`config.mk`:
```
export PLATFORM = sky130hd
export DESIGN_NAME = bf16_mul_pipe
export DESIGN_NICKNAME = d
export VERILOG_FILES = /design/src/rtl/bf16_defs_pkg.sv /design/src/rtl/bf16_round_norm.sv /design/src/rtl/bf16_mul_pipe.sv
export SDC_FILE = /design/constraint.sdc
export NUM_CORES = 1
export LEC_CHECK = 0
export CAP_MARGIN = 20
export CORE_ASPECT_RATIO = 1.5
export CORE_MARGIN = 1.5
export CORE_UTILIZATION = 45
export CTS_BUF_LIST = sky130_fd_sc_hd__clkbuf_8
export DETAILED_ROUTE_END_ITERATION = 10
export DONT_BUFFER_PORTS = 1
export PLACE_DENSITY = 0.66
export SYNTH_ARGS = -nofsm -noshare
export SYNTH_HDL_FRONTEND = slang
export SYNTH_SLANG_ARGS = --single-unit
```
`constraint.sdc`:
```
create_clock -name clk -period 4.4 [get_ports clk]
set_clock_uncertainty 0.1 [all_clocks]
set_input_delay 0.66 -clock clk [delete_from_list [all_inputs] [get_ports clk]]
set_output_delay 0.66 -clock clk [all_outputs]
set_load 0.05 [all_outputs]
```
`src/rtl/bf16_defs_pkg.sv`:
```
// Shared bfloat16 constants, field helpers and pipeline stage records for the bf16 MAC path.
// Used by bf16_mul_pipe and bf16_round_norm.
package bf16_defs_pkg;

  localparam logic signed [9:0] BF16_BIAS    = 10'sd127;
  localparam logic [15:0]       BF16_QNAN    = 16'h7FC0;
  localparam logic [15:0]       BF16_POS_INF = 16'h7F80;
  localparam logic [15:0]       BF16_MAX_FIN = 16'h7F7F;

  function automatic logic bf16_sign(input logic [15:0] v);
    return v[15];
  endfunction

  function automatic logic [7:0] bf16_exp(input logic [15:0] v);
    return v[14:7];
  endfunction

  function automatic logic [6:0] bf16_man(input logic [15:0] v);
    return v[6:0];
  endfunction

  // Product stage: sign, zero flag, unbiased exponent sum, raw 8x8 significand product.
  typedef struct packed {
    logic              sign;
    logic              zero;
    logic signed [9:0] e_sum;
    logic [15:0]       prod;
  } s1_t;

  // Rounded stage: everything the pack step needs.
  typedef struct packed {
    logic              sign;
    logic              zero;
    logic signed [9:0] e_adj;
    logic [6:0]        mant;
  } s2_t;

endpackage

```
`src/rtl/bf16_round_norm.sv`:
```
// Combinational normalise + round-to-nearest-even of a 16-bit significand product.
// Shared between the bf16 multiplier and adder.
module bf16_round_norm
  import bf16_defs_pkg::*;
(
  input  logic [15:0]       p,
  input  logic signed [9:0] e_sum,
  output logic [6:0]        mant,
  output logic signed [9:0] e_adj
);

  logic [6:0]        m_t;
  logic              g, r, st;
  logic signed [9:0] e_n;
  logic [7:0]        m_r;

  always_comb begin
    if (p[15]) begin
      m_t = p[14:8];
      g   = p[7];
      r   = p[6];
      st  = |p[5:0];
      e_n = e_sum + 10'sd1;
    end else begin
      m_t = p[13:7];
      g   = p[6];
      r   = p[5];
      st  = |p[4:0];
      e_n = e_sum;
    end
    // Round up above half, or at exactly half when the kept LSB is odd.
    m_r   = {1'b0, m_t} + {7'd0, g & (r | st | m_t[0])};
    mant  = m_r[6:0];
    e_adj = m_r[7] ? e_n + 10'sd1 : e_n;
  end

endmodule

```
`src/rtl/bf16_mul_pipe.sv`:
```
// Pipelined bfloat16 multiplier y = x1*x2, one product per clock, latency 3 (2 with OUT_REG=0).
// Define BF16_NAN_INF_EN to build NaN/infinity handling; otherwise overflow saturates.
module bf16_mul_pipe
  import bf16_defs_pkg::*;
#(
  parameter bit OUT_REG = 1'b1
) (
  input  logic        clk,
  input  logic        rst,
  input  logic        en,
  input  logic [15:0] x1,
  input  logic [15:0] x2,
  output logic [15:0] y,
  output logic        ready
);

`ifdef BF16_NAN_INF_EN
  localparam logic [14:0] OVF_MAG = BF16_POS_INF[14:0];
`else
  localparam logic [14:0] OVF_MAG = BF16_MAX_FIN[14:0];
`endif

  logic        v0, v1, v2;
  logic [15:0] a0, b0;
  s1_t         s1_d, s1_q;
  s2_t         s2_q;
  logic [6:0]        rn_mant;
  logic signed [9:0] rn_e;
  logic [15:0] y_d;

  // NOTE: sequential state uses non-blocking assignments so every stage samples pre-edge values.
  // NOTE: data registers are reset too, so y reads 0000 after reset even on the combinational output path.
  always_ff @(posedge clk or posedge rst) begin
    if (rst) begin
      v0 <= 1'b0;
      a0 <= '0;
      b0 <= '0;
    end else begin
      v0 <= en;
      if (en) begin
        a0 <= x1;
        b0 <= x2;
      end
    end
  end

  always_comb begin
    s1_d.sign  = bf16_sign(a0) ^ bf16_sign(b0);
    s1_d.zero  = (bf16_exp(a0) == 8'd0) || (bf16_exp(b0) == 8'd0);
    s1_d.e_sum = $signed({2'b00, bf16_exp(a0)}) + $signed({2'b00, bf16_exp(b0)}) - BF16_BIAS;
    s1_d.prod  = {8'h00, 1'b1, bf16_man(a0)} * {8'h00, 1'b1, bf16_man(b0)};
  end

  always_ff @(posedge clk or posedge rst) begin
    if (rst) begin
      v1   <= 1'b0;
      s1_q <= '0;
    end else begin
      v1 <= v0;
      if (v0) s1_q <= s1_d;
    end
  end

  bf16_round_norm u_round_norm (
    .p     (s1_q.prod),
    .e_sum (s1_q.e_sum),
    .mant  (rn_mant),
    .e_adj (rn_e)
  );

  always_ff @(posedge clk or posedge rst) begin
    if (rst) begin
      v2   <= 1'b0;
      s2_q <= '0;
    end else begin
      v2 <= v1;
      if (v1) s2_q <= '{sign: s1_q.sign, zero: s1_q.zero, e_adj: rn_e, mant: rn_mant};
    end
  end

`ifdef BF16_NAN_INF_EN
  logic nan1, inf1, nan2, inf2;
  logic a_inf, b_inf, a_nan, b_nan;

  assign a_inf = (bf16_exp(a0) == 8'hFF) && (bf16_man(a0) == 7'd0);
  assign b_inf = (bf16_exp(b0) == 8'hFF) && (bf16_man(b0) == 7'd0);
  assign a_nan = (bf16_exp(a0) == 8'hFF) && (bf16_man(a0) != 7'd0);
  assign b_nan = (bf16_exp(b0) == 8'hFF) && (bf16_man(b0) != 7'd0);

  always_ff @(posedge clk or posedge rst) begin
    if (rst) begin
      nan1 <= 1'b0;
      inf1 <= 1'b0;
      nan2 <= 1'b0;
      inf2 <= 1'b0;
    end else begin
      if (v0) begin
        nan1 <= a_nan || b_nan || (a_inf && bf16_exp(b0) == 8'd0) ||
                (b_inf && bf16_exp(a0) == 8'd0);
        inf1 <= a_inf || b_inf;
      end
      if (v1) begin
        nan2 <= nan1;
        inf2 <= inf1;
      end
    end
  end
`endif

  // NOTE: every path of this always_comb assigns y_d, so no latch is inferred.
  always_comb begin
    if (s2_q.zero || s2_q.e_adj <= 10'sd0)
      y_d = {s2_q.sign, 15'h0000};
    else if (s2_q.e_adj >= 10'sd255)
      y_d = {s2_q.sign, OVF_MAG};
    else
      y_d = {s2_q.sign, s2_q.e_adj[7:0], s2_q.mant};
`ifdef BF16_NAN_INF_EN
    if (inf2) y_d = {s2_q.sign, BF16_POS_INF[14:0]};
    if (nan2) y_d = BF16_QNAN;
`endif
  end

  generate
    if (OUT_REG) begin : g_out_reg
      logic        v3;
      logic [15:0] y_q;
      always_ff @(posedge clk or posedge rst) begin
        if (rst) begin
          v3  <= 1'b0;
          y_q <= '0;
        end else begin
          v3 <= v2;
          if (v2) y_q <= y_d;
        end
      end
      assign y     = y_q;
      assign ready = v3;
    end else begin : g_out_comb
      // Stage-2 registers only load on valid data, so y still holds between products.
      assign y     = y_d;
      assign ready = v2;
    end
  endgenerate

endmodule

```
==> flow_metrics.env <==
export IMPL_synth_xor_area_frac=0.04501
export IMPL_antennaDiodeCount=0
export IMPL_ys_flop_type="dfrtp_1"
export IMPL_crit_path_start_kind="flop"
export IMPL_cts_root_buf="clkbuf_8"
export IMPL_routedWlPerCell_um=15.16
export IMPL_ys_ff_latch=99
export IMPL_place_area_um2=7154
export IMPL_htree_levels=3
export IMPL_timing_critical_path_from="a0[0]"
export IMPL_clock_path_buffers=2
export IMPL_syn_to_final_growth_pct=11.85
export IMPL_synth_cell_type_count=46
export IMPL_vias=4717
export IMPL_drive_gt1_frac=0.2172
export IMPL_hold_path_class="input pin to asynchronous set/reset pin"
export IMPL_wirelength_um=13720
export IMPL_cp_arrival_ns=4.53
export IMPL_path_clk_slew_ns=0.10
export IMPL_syn_avg_cell_area_um2=10.03
export IMPL_layout_common_cells="dfrtp_1 (98), inv_1 (85), mux2_2 (57)"
export IMPL_syn_cell_area_um2=6810
export IMPL_grt_antenna_before_repair=0
export IMPL_portBuffers=0
export IMPL_synthMuxAreaShare=0.1045
export IMPL_worstPathMaxFanout=4
export IMPL_grt_pass1_vias=5006
export IMPL_r2r_cells=17
export IMPL_tns_ns=0
export IMPL_clock_latency_ns=0.38
export IMPL_drtAntennaViolNets=0
export IMPL_grt_max_degree=61
export IMPL_die_height_um=153.7
export IMPL_drc=0
export IMPL_synthCells=679
export IMPL_async_reset_ff_frac=1.000
export IMPL_dp_cells=878
export IMPL_finalCritPeriodShare=0.9928
export IMPL_outcome="finished clean"
export IMPL_cts_made_buffers=9
export IMPL_start_util=0.4645
export IMPL_globalplace_congestion=0.8646
export IMPL_dieArea_um2=15900
export IMPL_final_common_cell="dfrtp_1"
export IMPL_first_iter_violations=168
export IMPL_rows=54
export IMPL_reg2reg_slack_ns=0.03
export IMPL_hpwl_um=10450
export IMPL_die_x_um=103.4
export IMPL_io_pins=52
export IMPL_critPathKind="flop to flop"
export IMPL_slew_violations=0
export IMPL_hold_buffers=0
export IMPL_hold_viol_final=0
export IMPL_syn_nets=805
export IMPL_yosys_area_share_simple=0.1330
export IMPL_place_ws_ns=-0.1600
export IMPL_stdcell_count=905
export IMPL_synth_compound_area_share=0.07882
export IMPL_max_slew_margin=0.4295
export IMPL_setup_viol=0
export IMPL_worst_slack_ns=0.03173
export IMPL_end_kind="flop"
export IMPL_synthAdderAreaFrac=0.2080
export IMPL_ys_warn_count=0
export IMPL_track_usage=0.1813
export IMPL_vias_per_cell=5.212
export IMPL_max_freq_mhz=228.9
export IMPL_cts_tree="done"
export IMPL_cts_sinks=99
export IMPL_synth_top_family_by_area="adder cells"
export IMPL_power_density_nw_per_um2=657.9
export IMPL_core_area_um2=14660
export IMPL_r2r_end="s1_q[11]"
export IMPL_rsz0062_at_grt="yes"
export IMPL_total_power_mw=5.011
export IMPL_synth_edff_count=0
export IMPL_fin_crit_ns=4.368
export IMPL_worstMarginPinSlew_ns=0.8526
export IMPL_grt_pass1_wl_um=22900
export IMPL_cap_viol_max_count=0
export IMPL_layout_nets=831
export IMPL_required_ns=4.56
export IMPL_peakVddDrop_v=0.0003132
export IMPL_grt_ovfl_total=0
export IMPL_seq_area_frac_synth=0.3638
export IMPL_reg2reg_from="a0[0]"
export IMPL_stdcell_area_um2=7617
export IMPL_power_static_leakage_nw=3.485
export IMPL_dr_pass1_iters=4
-- critical path, stage by stage, from the launching register on --
cell     delay (ns)
dfrtp_1        0.40
buf_4          0.14
fa_1           0.53
inv_1          0.06
fa_1           0.52
inv_2          0.04
fa_1           0.53
inv_1          0.05
fa_1           0.49
inv_2          0.05
ha_4           0.28
o21a_1         0.12
o31a_1         0.23
buf_4          0.16
nor2_2         0.05
o21ai_2        0.13
xor2_1         0.10
mux2_2         0.26
-- cells in the mapped netlist (all sizes together) (3+ instances only) --
library cell | n | area (um2)
nand4b | 3 | 26.28
nor2 | 54 | 202.7
nand4 | 8 | 50.05
nand3 | 12 | 60.06
o2111ai | 3 | 26.28
or4 | 3 | 26.27
clkbuf | 13 | 48.80
nor4 | 7 | 50.05
nand2 | 52 | 195.2
mux2 | 57 | 641.9
xor2 | 11 | 96.34
buf | 10 | 50.05
a21o | 3 | 22.52
and2 | 30 | 187.7
fa | 37 | 740.7
a21oi | 20 | 111.4
ha | 54 | 675.7
xnor2 | 24 | 210.2
dfrtp | 99 | 2477
nor3 | 3 | 15.01
mux2i | 7 | 70.07
inv | 95 | 356.6
nor2b | 3 | 18.77
o21ai | 24 | 120.1
a31oi | 7 | 43.79
o21bai | 3 | 22.52
o22ai | 18 | 112.6
-- worst max-delay path by stage --
stage / end / slack, ns / cells past startpoint
after floorplan: s1_q[14] / 0.003 / 16
after global placement: s1_q[14] / -0.1 / 16
after detailed placement: s1_q[14] / -0.16 / 16
after CTS: s1_q[11] / 0.005 / 16
after global routing: s1_q[15] / -0.12 / 16
final: s1_q[11] / 0.03 / 17
-- through the flow --
step / utilization / hold slack (ns)
finish: 0.5195 / 0.1625
global route: 0.5195 / 0.1796
CTS: 0.5087 / 0.1826
floorplan: - / 0.2519
global placement: 0.4880 / 0.3817
detailed placement: 0.4880 / 0.3935
-- cells by family after synthesis --
kind of cell / Yosys count
flops: 99
compound gates: 87
xor+xnor: 35
simple gates: 185
mux: 64
buf+inv: 118
fa+ha+maj: 91
-- registers in the layout, summed over array words and instances, names as in the netlist --
register  cells
v1            1
s1_q         28
v2            1
ready         1
b0           16
v0            1
a0           16
s2_q         19
y            16
-- layer usage --
layer,up-vias,global-route usage,wire [um]
met4,0,0.05920,268
met3,21,0.03182,389
met2,95,0.3346,7414
met5,-,0,0
li1,2306,-,-
met1,2295,0.2051,5648
-- what timing repair did --
action,4_1_cts,5_1_grt
gates cloned,0,0
endpoints found under the setup margin,5,7
pin swaps,13,28
setup buffers,4,8
resized for setup,14,32
-- cell type report --
| class | instances | area (um2) |
|---|---|---|
| clock inverter | 6 | 65.06 |
| fill | 1356 | 7044 |
| sequential | 99 | 2479 |
| inverter | 95 | 359.1 |
| tap | 196 | 245.2 |
| clock buffer | 9 | 123.9 |
| timing repair buffer | 38 | 304.0 |
| multi-input combinational | 462 | 4041 |
-- report_power, final --
group	switching, mW	internal (mW)
Sequential	0.447	1.18
Combinational	1.40	1.39
Clock	0.331	0.261
Note: power is estimated with default switching activity, not from simulation.
